[src/rtl/spi_slave_gen2.sv]
// SPI slave transceiver: configurable width/bit order, full-duplex MISO, abort on CS release,
// held-data handshake with overrun flag. Define SPI_SLAVE_PARITY_EN for a trailing even-parity bit.
module spi_slave_gen2 #(
    parameter int DATA_WIDTH = 12,
    parameter int LSB_FIRST  = 1,
    parameter int CNT_W      = $clog2(DATA_WIDTH + 1)
) (
    input  logic                  sync_clock,
    input  logic                  rst,
    input  logic                  CS,
    input  logic                  MOSI,
    output logic                  MISO,
    input  logic [DATA_WIDTH-1:0] tx_data,
    output logic [DATA_WIDTH-1:0] dout,
    output logic                  done,
    output logic                  dout_valid,
    input  logic                  dout_ack,
    output logic                  overrun,
    output logic                  abort,
    output logic                  parity_err
);

`ifdef SPI_SLAVE_PARITY_EN
    localparam int FRAME_LEN = DATA_WIDTH + 1;
`else
    localparam int FRAME_LEN = DATA_WIDTH;
`endif
    localparam logic [CNT_W-1:0] LAST_CNT = CNT_W'(FRAME_LEN - 1);

    typedef enum logic [0:0] {
        IDLE  = 1'b0,
        SHIFT = 1'b1
    } state_t;

`ifdef SPI_SLAVE_PARITY_EN
    function automatic logic even_parity(input logic [DATA_WIDTH-1:0] w);
        return ^w;
    endfunction
`endif

    // Frame as shifted out: the parity bit always sits on the side that leaves last.
    function automatic logic [FRAME_LEN-1:0] tx_frame(input logic [DATA_WIDTH-1:0] w);
`ifdef SPI_SLAVE_PARITY_EN
        if (LSB_FIRST != 0) begin
            return {even_parity(w), w};
        end else begin
            return {w, even_parity(w)};
        end
`else
        return w;
`endif
    endfunction

    function automatic logic first_bit(input logic [FRAME_LEN-1:0] f);
        if (LSB_FIRST != 0) begin
            return f[0];
        end else begin
            return f[FRAME_LEN-1];
        end
    endfunction

    function automatic logic [FRAME_LEN-1:0] tx_advance(input logic [FRAME_LEN-1:0] f);
        if (LSB_FIRST != 0) begin
            return {1'b0, f[FRAME_LEN-1:1]};
        end else begin
            return {f[FRAME_LEN-2:0], 1'b0};
        end
    endfunction

    function automatic logic [FRAME_LEN-1:0] rx_insert(input logic [FRAME_LEN-1:0] f, input logic b);
        if (LSB_FIRST != 0) begin
            return {b, f[FRAME_LEN-1:1]};
        end else begin
            return {f[FRAME_LEN-2:0], b};
        end
    endfunction

    function automatic logic [DATA_WIDTH-1:0] data_bits(input logic [FRAME_LEN-1:0] f);
`ifdef SPI_SLAVE_PARITY_EN
        if (LSB_FIRST != 0) begin
            return f[DATA_WIDTH-1:0];
        end else begin
            return f[FRAME_LEN-1:1];
        end
`else
        return f;
`endif
    endfunction

    state_t                state_q, state_d;
    logic [CNT_W-1:0]      cnt_q, cnt_d;
    logic [FRAME_LEN-1:0]  rx_q, rx_d, rx_next;
    logic [FRAME_LEN-1:0]  tx_q, tx_d;
    logic                  miso_q, miso_d;
    logic [DATA_WIDTH-1:0] dout_q, dout_d;
    logic                  done_q, done_d;
    logic                  valid_q, valid_d;
    logic                  overrun_q, overrun_d;
    logic                  abort_q, abort_d;
`ifdef SPI_SLAVE_PARITY_EN
    logic                  perr_q, perr_d;
`endif

    // Next-state and output computation for the IDLE/SHIFT frame engine.
    always_comb begin
        state_d   = state_q;
        cnt_d     = cnt_q;
        rx_d      = rx_q;
        tx_d      = tx_q;
        miso_d    = 1'b0;
        dout_d    = dout_q;
        done_d    = 1'b0;
        abort_d   = 1'b0;
        overrun_d = overrun_q;
`ifdef SPI_SLAVE_PARITY_EN
        perr_d    = perr_q;
`endif
        rx_next   = rx_insert(rx_q, MOSI);
        if (dout_ack) begin
            valid_d = 1'b0;
        end else begin
            valid_d = valid_q;
        end

        case (state_q)
            IDLE: begin
                if (!CS) begin
                    state_d = SHIFT;
                    cnt_d   = {CNT_W{1'b0}};
                    rx_d    = {FRAME_LEN{1'b0}};
                    tx_d    = tx_frame(tx_data);
                    miso_d  = first_bit(tx_frame(tx_data));
                end else begin
                    state_d = IDLE;
                end
            end
            SHIFT: begin
                if (CS) begin
                    state_d = IDLE;
                    abort_d = 1'b1;
                    cnt_d   = {CNT_W{1'b0}};
                end else if (cnt_q == LAST_CNT) begin
                    // Completion outranks a same-cycle ack, so the new word stays flagged valid.
                    state_d = IDLE;
                    cnt_d   = {CNT_W{1'b0}};
                    rx_d    = rx_next;
                    tx_d    = {FRAME_LEN{1'b0}};
                    dout_d  = data_bits(rx_next);
                    done_d  = 1'b1;
                    valid_d = 1'b1;
                    if (valid_q && !dout_ack) begin
                        overrun_d = 1'b1;
                    end else begin
                        overrun_d = overrun_q;
                    end
`ifdef SPI_SLAVE_PARITY_EN
                    perr_d  = ^rx_next;
`endif
                end else begin
                    rx_d   = rx_next;
                    tx_d   = tx_advance(tx_q);
                    miso_d = first_bit(tx_advance(tx_q));
                    cnt_d  = cnt_q + CNT_W'(1);
                end
            end
            default: begin
                state_d = IDLE;
            end
        endcase
    end

    // State register with synchronous reset.
    always_ff @(posedge sync_clock) begin
        if (rst) begin
            state_q   <= IDLE;
            cnt_q     <= {CNT_W{1'b0}};
            rx_q      <= {FRAME_LEN{1'b0}};
            tx_q      <= {FRAME_LEN{1'b0}};
            miso_q    <= 1'b0;
            dout_q    <= {DATA_WIDTH{1'b0}};
            done_q    <= 1'b0;
            valid_q   <= 1'b0;
            overrun_q <= 1'b0;
            abort_q   <= 1'b0;
`ifdef SPI_SLAVE_PARITY_EN
            perr_q    <= 1'b0;
`endif
        end else begin
            state_q   <= state_d;
            cnt_q     <= cnt_d;
            rx_q      <= rx_d;
            tx_q      <= tx_d;
            miso_q    <= miso_d;
            dout_q    <= dout_d;
            done_q    <= done_d;
            valid_q   <= valid_d;
            overrun_q <= overrun_d;
            abort_q   <= abort_d;
`ifdef SPI_SLAVE_PARITY_EN
            perr_q    <= perr_d;
`endif
        end
    end

    assign MISO       = miso_q;
    assign dout       = dout_q;
    assign done       = done_q;
    assign dout_valid = valid_q;
    assign overrun    = overrun_q;
    assign abort      = abort_q;
`ifdef SPI_SLAVE_PARITY_EN
    assign parity_err = perr_q;
`else
    assign parity_err = 1'b0;
`endif

endmodule

[config.mk]
export PLATFORM = sky130hd
export DESIGN_NAME = spi_slave_gen2
export DESIGN_NICKNAME = d
export VERILOG_FILES = /design/src/rtl/spi_slave_gen2.sv
export SDC_FILE = /design/constraint.sdc
export NUM_CORES = 1
export LEC_CHECK = 0
export CORE_UTILIZATION = 30
export DETAILED_ROUTE_END_ITERATION = 12
export PLACE_DENSITY = 0.54
export SETUP_SLACK_MARGIN = 0.15
export SLEW_MARGIN = 30
export SYNTH_ARGS = -nofsm -noshare
export SYNTH_HDL_FRONTEND = slang
export SYNTH_SLANG_ARGS = --single-unit
[constraint.sdc]
create_clock -name sync_clock -period 1.4 [get_ports sync_clock]
set_input_delay 0.28 -clock sync_clock [delete_from_list [all_inputs] [get_ports sync_clock]]
set_output_delay 0.28 -clock sync_clock [all_outputs]
set_load 0.005 [all_outputs]
==> flow_summary.ini <==
[outcome]
status = finished clean

[critical_path]
critPathBufInv = 0
cp_top_family = simple AND/OR/NAND/NOR gates
r2r_slack_ns = 0.14
crit_chain = ha_4 -> and3b_2 -> or3_1 -> a21oi_1
cp_slowest_stage_delay_ns = 0.36
required_ns = 1.63
cp_slowest_cell = dfxtp_4
cp.arrival_ns = 1.49
r2r_end = cnt_q[0]$_SDFFE_PP0P_
critical_path_class = reg -> reg
r2r_start = cnt_q[1]$_SDFFE_PP0P_
crit_fanout = 4
r2r_cells = 4
critPathCaptureType = flop
start_kind = flop

[clocking]
clock_latency_ns = 0.31
clockBufferDepth = 2
root_buffer = clkbuf_8
clock-sinks = 44
ctsHoldBuffers = 0
cts.htree.levels = 2
clk_pin_slew_worst_paths_ns = 0.08
cts_buffers = 5
cts_tree = built

[placed_design]
place_inst = 311
gp_congestion = 0.6824
port_buffers = 33
place_hpwl_um = 2682

[flow_run]
maxCapViolCount = 0

[cells_and_area]
multiInputGateArea_um2 = 825.8
drive_above_1_share_pct = 20.32
num-fill-cells = 562
nNetsFinal = 268
seqCellArea_um2 = 902.1
num_antenna_cells = 0
syn2layout_area_growth_pct = 42.76
final_cells = 323

[grt]
grt_pass1_vias = 1482
grt_overflow_total = 0
antenna_found_initial = 0
grt_max_degree = 30
grt_use_total_pct = 13.92
grt_pass1_wl_um = 6782

[timing]
drv_slew = 0
hold_viol_final = 0
rsz0062_at_grt = true
setup_tns_ns = 0
setup_violations = 0
max_freq_mhz = 794.9
finalCritPeriodShare_pct = 89.86
finClkSkew_ns = 0.01115
fin_crit_ns = 1.258

[die]
die_h_um = 79.39
dieArea_um2 = 6303
die_x_um = 79.39
core-area_um2 = 5642
core.rowCount = 27
start_util_pct = 31.85
io_pins = 35

[route]
vias = 1606
drtAntennaViolNets = 0
wirelength_um = 4239
drc = 0
wl_per_cell_um = 13.12
drtIter0Drc = 98
drtPass1Iterations = 4
post_drt_via_cell_ratio = 4.972

[worst_hold_path]
min_path_cells = 2
whs_endpoint = overrun$_SDFFE_PP0P_
min_path_type = reg -> reg
hp-start = overrun$_SDFFE_PP0P_

[power]
ir_drop_mv = 0.5639
power.density_nw_per_um2 = 1112
p_leak_nw = 0.9618

[synthesis]
synthCells = 209
ys_seq_elements = 44
synth_area_per_cell_um2 = 8.597
synthesis.area_um2 = 1797
synth_nets = 227
synth_cell_types = 26
yosysWarnings = 0
synth-seq-area-share_pct = 49.03
-- synthesized netlist by cell type --
library cell	instances	area share, %
and3b_1	2	0.98
dfxtp_1	44	49
o31ai_1	1	0.42
a31oi_1	1	0.35
or4b_1	1	0.56
a22oi_1	2	0.84
conb_1	1	0.21
buf_2	5	1.4
a32oi_1	1	0.49
nand2b_4	1	0.77
clkbuf_1	12	2.5
a211oi_1	1	0.42
buf_4	3	1.3
o21ai_0	13	3.6
nand2b_1	2	0.70
nand2_1	14	2.9
buf_6	2	1.3
nor2b_1	2	0.70
or3_1	2	0.70
nor3b_1	11	4.6
a21oi_1	46	13
nand3b_1	12	5.0
nand4_1	1	0.35
nor2_1	5	1.0
nand3_1	23	6.4
ha_1	1	0.70
-- cell type report --
class                      count  share of cell area [%]
multi-input combinational    143                   32.20
timing repair buffer          56                   22.93
clock buffer                   5                   2.683
clock inverter                 3                   3.512
tap                           72                   3.512
sequential                    44                   35.17
-- cells by family after synthesis --
kind of cell	count (synthesis)	synth area share, %
other cells	1	0.2087
flops	44	49.02
fa+ha+maj	1	0.6963
compound gates	65	18.94
buf+inv	22	6.406
simple gates	76	24.72
-- cells in the final DEF, fill, tap and decap left out, drive strengths merged, types with 3 or more instances in the layout --
master	count
dfxtp	44
nor2	5
nand2b	3
nand3b	12
a21oi	46
o21ai	13
bufinv	3
buf	22
nand2	14
dlygate4sd2	18
nor3b	11
clkdlybuf4s50	15
nand3	23
clkbuf	6
-- per-layer routing --
| layer | vias up | GRT usage [%] | part of all wire, % |
|---|---|---|---|
| met3 | 7 | 2.629 | 3.5 |
| li1 | 822 | - | - |
| met2 | 34 | 22.16 | 44 |
| met4 | 0 | 6.727 | 2.0 |
| met1 | 743 | 18.00 | 50 |
| met5 | - | 0 | 0 |
-- where the power goes --
group | total [W] | internal [W] | switching [W] | leakage, nW
clock | 0.00134 | 0.000892 | 0.000452 | 0.0784
sequential | 0.00129 | 0.00127 | 0.0000143 | 0.364
combinational | 0.000220 | 0.000120 | 0.000100 | 0.519
total | 0.00285 | 0.00228 | 0.000567 | 0.962
-- tightest hold or removal path, delay by kind of cell, from the launching register on --
family / cells / cell delay (ns)
and+or+nand+nor: 1 / 0.05
AOI/OAI and AO/OA: 1 / 0.05
DFF: 1 / 0.33
-- flip-flops by register name (all words and copies together) (netlist names) --
signal,cells
abort,1
MISO,1
state_q,1
cnt_q,4
tx_q,11
dout_valid,1
overrun,1
done,1
rx_q,11
dout,12
-- how the worst max path moves through the flow --
stage | from | end | slack (ns) | depth (start not counted)
finish | cnt_q[1]$_SDFFE_PP0P_ | cnt_q[0]$_SDFFE_PP0P_ | 0.14 | 4
global placement | CS | cnt_q[2]$_SDFFE_PP0P_ | -0.21 | 4
CTS | cnt_q[0]$_SDFFE_PP0P_ | dout[6]$_SDFFE_PP0P_ | 0.15 | 5
detailed placement | CS | cnt_q[2]$_SDFFE_PP0P_ | -0.23 | 4
global route | cnt_q[0]$_SDFFE_PP0P_ | dout[1]$_SDFFE_PP0P_ | 0.09 | 6
floorplan | cnt_q[1]$_SDFFE_PP0P_ | cnt_q[0]$_SDFFE_PP0P_ | 0.18 | 5
-- per-stage QoR --
stage	hold WS [ns]	setup slack [ns]	util (%)	power [W]	cell area [um^2]
finish	0.4524	0.1420	45.46	0.002851	2565
global route	0.4832	0.08749	45.46	0.002953	2565
CTS	0.4586	0.1510	44.13	0.002877	2490
detailed placement	0.4463	-0.2295	41.38	0.001538	2335
global placement	0.4429	-0.2111	41.38	0.001537	2335
floorplan	0.4170	0.1766	-	0.001425	1812
-- what timing repair did --
item                                    CTS  global route
endpoints found under the setup margin   23            25
setup buffers                             0             2
gates resized for setup                  31            17
pin swaps                                 0             2
gates cloned                              0             2
(Power assumes the default switching activity.)
